===== config.mk =====
export PLATFORM = sky130hd
export DESIGN_NAME = add_share_ctrl
export DESIGN_NICKNAME = d
export VERILOG_FILES = /design/src/rtl/add_share_pkg.sv /design/src/rtl/rr_arb2.sv /design/src/rtl/add_share_ctrl.sv
export SDC_FILE = /design/constraint.sdc
export NUM_CORES = 1
export LEC_CHECK = 0
export BUFFER_PORTS_ARGS = -buffer_cell sky130_fd_sc_hd__buf_2
export CAP_MARGIN = 20
export CORE_AREA = 2 2 167 169
export DETAILED_ROUTE_END_ITERATION = 6
export DIE_AREA = 0 0 169 171
export PLACE_DENSITY = 0.61
export SLEW_MARGIN = 5
export SYNTH_ARGS = -nofsm -noshare
export SYNTH_HDL_FRONTEND = slang
export SYNTH_SLANG_ARGS = --single-unit

===== constraint.sdc =====
create_clock -name clk -period 2.4 [get_ports clk]
set_input_delay 0.36 -clock clk [delete_from_list [all_inputs] [get_ports clk]]
set_output_delay 0.36 -clock clk [all_outputs]
set_load 0.01 [all_outputs]

===== src/rtl/add_share_pkg.sv =====
`default_nettype none
// +------------------------------------------------------------------------+
// | add_share_pkg: shared types and constants for the adder-share block.   |
// | Revision: 1.0                                                          |
// +------------------------------------------------------------------------+
package add_share_pkg;
   typedef enum logic [1:0] {
      IDLE = 2'd0,
      LO   = 2'd1,
      HI   = 2'd2,
      RESP = 2'd3
   } state_e;

   localparam int   ADD_W   = 32;
   localparam logic REQ_PC  = 1'b0;
   localparam logic REQ_ALU = 1'b1;
endpackage
`default_nettype wire


===== src/rtl/rr_arb2.sv =====
`default_nettype none
// +------------------------------------------------------------------------+
// | rr_arb2: two-way round-robin arbiter; pointer moves on accept.         |
// | Revision: 1.0                                                          |
// +------------------------------------------------------------------------+
module rr_arb2
   import add_share_pkg::*;
(
   input  logic       clk,
   input  logic       rst_n,
   input  logic [1:0] valid_i,
   input  logic       accept_i,
   output logic [1:0] grant_o
);
   logic ptr_q, ptr_d;

   always_comb begin
      grant_o = valid_i;
      if (valid_i == 2'b11) begin
         grant_o = ptr_q ? 2'b10 : 2'b01;
      end
   end

   // After a grant the pointer favours the requester that lost.
   always_comb begin
      ptr_d = ptr_q;
      if (accept_i && (grant_o != 2'b00)) begin
         ptr_d = ~grant_o[1];
      end
   end

   always_ff @(posedge clk) begin
      if (!rst_n) begin
         ptr_q <= REQ_PC;
      end else begin
         ptr_q <= ptr_d;
      end
   end
endmodule
`default_nettype wire


===== src/rtl/add_share_ctrl.sv =====
`default_nettype none
// +------------------------------------------------------------------------+
// | add_share_ctrl: shares one W-bit adder between two requesters, one or  |
// | two carry-chained beats. ADD_SHARE_SUB_EN enables subtraction.         |
// | Revision: 1.0                                                          |
// +------------------------------------------------------------------------+
module add_share_ctrl
   import add_share_pkg::*;
#(
   parameter int W = ADD_W
) (
   input  logic           clk,
   input  logic           rst_n,
   input  logic           req_valid_0,
   output logic           req_ready_0,
   input  logic [2*W-1:0] req_a_0,
   input  logic [2*W-1:0] req_b_0,
   input  logic           req_wide_0,
   input  logic           req_sub_0,
   input  logic           req_valid_1,
   output logic           req_ready_1,
   input  logic [2*W-1:0] req_a_1,
   input  logic [2*W-1:0] req_b_1,
   input  logic           req_wide_1,
   input  logic           req_sub_1,
   output logic           rsp_valid,
   input  logic           rsp_ready,
   output logic           rsp_id,
   output logic [2*W-1:0] rsp_sum,
   output logic           rsp_cout,
   output logic [W-1:0]   add_in1,
   output logic [W-1:0]   add_in2,
   output logic           add_cin,
   input  logic [W-1:0]   add_out,
   input  logic           add_cout
);
   state_e         state_q, state_d;
   logic [2*W-1:0] a_q, a_d, b_q, b_d, sum_q, sum_d;
   logic           wide_q, wide_d, id_q, id_d;
   logic           carry_q, carry_d, rsp_valid_q, rsp_valid_d;
   logic           sub_w;
   logic [1:0]     grant;
   logic           accept;
   logic [2*W-1:0] b_eff;

`ifdef ADD_SHARE_SUB_EN
   logic sub_q, sub_d;
   assign sub_w = sub_q;
`else
   logic unused_sub;
   assign sub_w      = 1'b0;
   assign unused_sub = req_sub_0 ^ req_sub_1;
`endif

   rr_arb2 u_arb (
      .clk      (clk),
      .rst_n    (rst_n),
      .valid_i  ({req_valid_1, req_valid_0}),
      .accept_i (accept),
      .grant_o  (grant)
   );

   assign accept      = (state_q == IDLE) && (grant != 2'b00);
   assign req_ready_0 = (state_q == IDLE) && grant[0];
   assign req_ready_1 = (state_q == IDLE) && grant[1];
   assign b_eff       = b_q ^ {(2*W){sub_w}};

   always_comb begin
      add_in1 = '0;
      add_in2 = '0;
      add_cin = 1'b0;
      case (state_q)
         LO: begin
            add_in1 = a_q[W-1:0];
            add_in2 = b_eff[W-1:0];
            add_cin = sub_w;
         end
         HI: begin
            add_in1 = a_q[2*W-1:W];
            add_in2 = b_eff[2*W-1:W];
            add_cin = carry_q;
         end
         default: ;
      endcase
   end

   always_comb begin
      state_d     = state_q;
      a_d         = a_q;
      b_d         = b_q;
      sum_d       = sum_q;
      wide_d      = wide_q;
      id_d        = id_q;
      carry_d     = carry_q;
      rsp_valid_d = rsp_valid_q;
`ifdef ADD_SHARE_SUB_EN
      sub_d       = sub_q;
`endif
      case (state_q)
         IDLE: begin
            if (accept) begin
               id_d    = grant[1];
               a_d     = grant[1] ? req_a_1    : req_a_0;
               b_d     = grant[1] ? req_b_1    : req_b_0;
               wide_d  = grant[1] ? req_wide_1 : req_wide_0;
`ifdef ADD_SHARE_SUB_EN
               sub_d   = grant[1] ? req_sub_1  : req_sub_0;
`endif
               state_d = LO;
            end
         end
         LO: begin
            // Upper half cleared here so narrow results read back zero-extended.
            sum_d       = {{W{1'b0}}, add_out};
            carry_d     = add_cout;
            state_d     = wide_q ? HI : RESP;
            rsp_valid_d = !wide_q;
         end
         HI: begin
            sum_d[2*W-1:W] = add_out;
            carry_d        = add_cout;
            state_d        = RESP;
            rsp_valid_d    = 1'b1;
         end
         RESP: begin
            if (rsp_ready) begin
               state_d     = IDLE;
               rsp_valid_d = 1'b0;
            end
         end
         default: state_d = IDLE;
      endcase
   end

   always_ff @(posedge clk) begin
      if (!rst_n) begin
         state_q     <= IDLE;
         a_q         <= '0;
         b_q         <= '0;
         sum_q       <= '0;
         wide_q      <= 1'b0;
         id_q        <= 1'b0;
         carry_q     <= 1'b0;
         rsp_valid_q <= 1'b0;
`ifdef ADD_SHARE_SUB_EN
         sub_q       <= 1'b0;
`endif
      end else begin
         state_q     <= state_d;
         a_q         <= a_d;
         b_q         <= b_d;
         sum_q       <= sum_d;
         wide_q      <= wide_d;
         id_q        <= id_d;
         carry_q     <= carry_d;
         rsp_valid_q <= rsp_valid_d;
`ifdef ADD_SHARE_SUB_EN
         sub_q       <= sub_d;
`endif
      end
   end

   assign rsp_valid = rsp_valid_q;
   assign rsp_id    = id_q;
   assign rsp_sum   = sum_q;
   assign rsp_cout  = carry_q;
endmodule
`default_nettype wire

==> impl_metrics.py <==
metrics = {
    "timing": {
        "hold_violations": 0,
        "fin_crit_sh_pct": 95.73,
        "tightest_slew_ns": 0.7535,
        "setup_violations": 0,
        "maxClockFrequency_mhz": 435.3,
        "max-slew-margin-rel_pct": 49.77,
        "finClkSkew_ns": 0.01955,
        "whs_ns": 0.1404,
        "slew_violations": 0,
        "rsz0062_at_grt": "false",
        "fin_tns_setup_ns": 0,
        "min_period_ns": 2.297,
    },
    "routing": {
        "wl_per_cell_um": 19.38,
        "wl_um": 31430,
        "vias": 8583,
        "drtIter0Drc": 629,
        "route.detailed.drc": 0,
        "firstDrtPassIters": 5,
        "antenna_left": 0,
        "vias_per_cell": 5.292,
    },
    "global_route": {
        "grt-ovfl-total": 0,
        "grt_pass1_vias": 8339,
        "grt_max_degree": 105,
        "grt_pass1_wl_um": 46860,
        "grt_use_total_pct": 20.55,
        "antenna_found_initial": 2,
    },
    "synth": {
        "ys.flop_type": "dfxtp_1",
        "ys_seq_area_share_pct": 46.14,
        "synthCells": 882,
        "synthMuxAreaShare_pct": 4.058,
        "synth_nets": 1185,
        "synth_area_um2": 8633,
        "synth_edf_count": 0,
        "synth_warnings": 0,
        "avgSynthCellArea_um2": 9.788,
        "synth_top_family_by_area": "compound AO/OA/AOI/OAI gates",
        "yosys.area_share.simple_pct": 20.07,
        "ys_async_sr_fraction_pct": 0,
        "yosysUniqueCellTypes": 29,
        "synth_seq_cells": 199,
        "synth-xor-area-share_pct": 0,
        "synthAdderAreaFrac_pct": 0.7246,
        "synth_compound_area_share_pct": 23.70,
    },
    "clock_tree": {
        "ctsRootBufferMaster": "clkbuf_16",
        "htreeDepth": 4,
        "clk_pin_slew_ns": 0.09,
        "cts_made_buffers": 17,
        "clockBufferDepth": 2,
        "clkLatencyLatePin_ns": 0.43,
        "cts.sinks": 199,
        "cts_tree": "done",
    },
    "hold_path": {
        "hp-class": "input pin to flop",
    },
    "finish": {
        "final_common_cell": "buf_2",
        "area_delta_synth_final_pct": 37.10,
        "stdcell_area_um2": 11840,
        "nNetsFinal": 1564,
        "mostFrequentLayoutCells": "buf_2 (428), dfxtp_1 (198), and3_1 (129), a221o_1 (129), nor2b_1 (65)",
        "drive_above_1_share_pct": 39.40,
    },
    "setup_path": {
        "crit_arrival_ns": 1.94,
        "cp-end-kind": "primary output",
        "cp.required_ns": 2.04,
        "crit_type": "flop to primary output",
        "cp_max_fo": 44,
        "startpoint_type": "flop",
    },
    "place": {
        "portBuffers": 429,
        "place.gp.congestion": 0.8178,
        "placed_area_um2": 11160,
        "dpl.hpwl_um": 20820,
    },
    "run_status": {
        "status": "finished clean",
    },
    "pwr": {
        "power_density_nw_per_um2": 1050,
        "leakage_nw": 5.730,
        "vdd.ir_drop.worst_mv": 0.5148,
    },
    "flow_run": {
        "cap_violations": 0,
    },
    "floorplanning": {
        "die_w_um": 169,
        "fp.dieH_um": 171,
        "core_area_um2": 27320,
        "ios": 432,
        "rows": 61,
        "die_area_um2": 28900,
        "start_util_pct": 31.60,
    },
}
[final timing paths]
| path | startpoint | end | slack [ns] | cells past startpoint |
|---|---|---|---|---|
| max | state_q[0] | add_in1[0] | 0.10 | 6 |
| min | req_a_0[61] | a_q[61] | 0.14 | 2 |
| max reg2reg | state_q[0] | b_eff[31] | 0.47 | 6 |
| min reg2reg | rsp_sum[61] | rsp_sum[61] | 0.47 | 2 |
[routing by layer]
metal,GRT usage [%],share of wire [%]
met1,26.59,44
met2,34.11,47
met3,4.904,7.2
met4,6.057,1.7
met5,0,0
[logic make-up (layout without fill, tap and decap cells)]
kind of cell	count (synthesis)	count (layout)
AO/OA/AOI/OAI	239	239
adder cells (fa/ha/maj)	5	5
multiplexers	35	35
buffers and inverters	105	497
AND/OR/NAND/NOR	299	299
other	0	2
flip-flops	199	199
[power by group]
group          total (mW)  leakage [nW]  internal, mW  switching, mW
combinational        4.79          3.80          2.22           2.58
clock                3.03         0.296          1.53           1.50
sequential           4.61          1.63          4.17          0.449
total                12.4          5.73          7.91           4.52
[synth_stat cells (2+ instances only)]
master / number / area share [%]
clkbuf_1: 46 / 2.0
buf_4: 2 / 0.17
nand3_1: 32 / 1.9
buf_2: 45 / 2.6
and2_1: 2 / 0.14
nand2_1: 4 / 0.17
a221o_1: 129 / 15
nand2b_1: 32 / 2.3
dfxtp_1: 199 / 46
a22oi_1: 64 / 5.6
nor2_1: 35 / 1.5
nor2b_1: 65 / 4.7
a21oi_1: 35 / 2.0
mux2i_1: 35 / 4.1
a211oi_2: 2 / 0.29
and3_1: 129 / 9.3
inv_1: 4 / 0.17
buf_1: 7 / 0.30
ha_1: 5 / 0.72
[per-stage QoR]
step | power [mW] | util [%] | std cells | worst slack, ns
after floorplan | 7.458 | - | 882 | 0.4943
after global placement | 9.274 | 40.84 | 1581 | 0.3637
after detailed placement | 9.300 | 40.84 | 1581 | 0.3221
after CTS | 12.50 | 43.22 | 1617 | 0.02660
after global routing | 13.14 | 43.32 | 1622 | 0.003998
final | 12.43 | 43.32 | 1622 | 0.1025
[critical path, stage by stage (launching register included)]
cell and delay (ns):
dfxtp_2 0.36, inv_1 0.19, ha_4 0.20, buf_12 0.23
a22oi_1 0.13, nor2b_1 0.20, buf_2 0.17
[layout make-up]
type	count	area, um2
clock inverter	14	172.7
multi-input combinational	578	4255
fill	2738	15490
timing repair buffer	460	2527
antenna	2	5.005
clock buffer	18	439.2
sequential	199	3985
tap	346	432.9
inverter	5	18.77
[sequential cells by signal, indices dropped and copies added (netlist names)]
register	flops
u_arb.ptr_q	1
rsp_cout	1
rsp_id	1
a_q	64
rsp_valid	1
state_q	2
wide_q	1
rsp_sum	64
b_eff	64
[timing repair]
action / in CTS / in global routing
hold buffers: 0 / 0
pin swaps: 1 / 1
cloned: 0 / 0
buffers inserted: 4 / 3
endpoints found under the setup margin: 54 / 27
resized for setup: 1 / 1
Note: power is estimated with default switching activity, not from simulation.
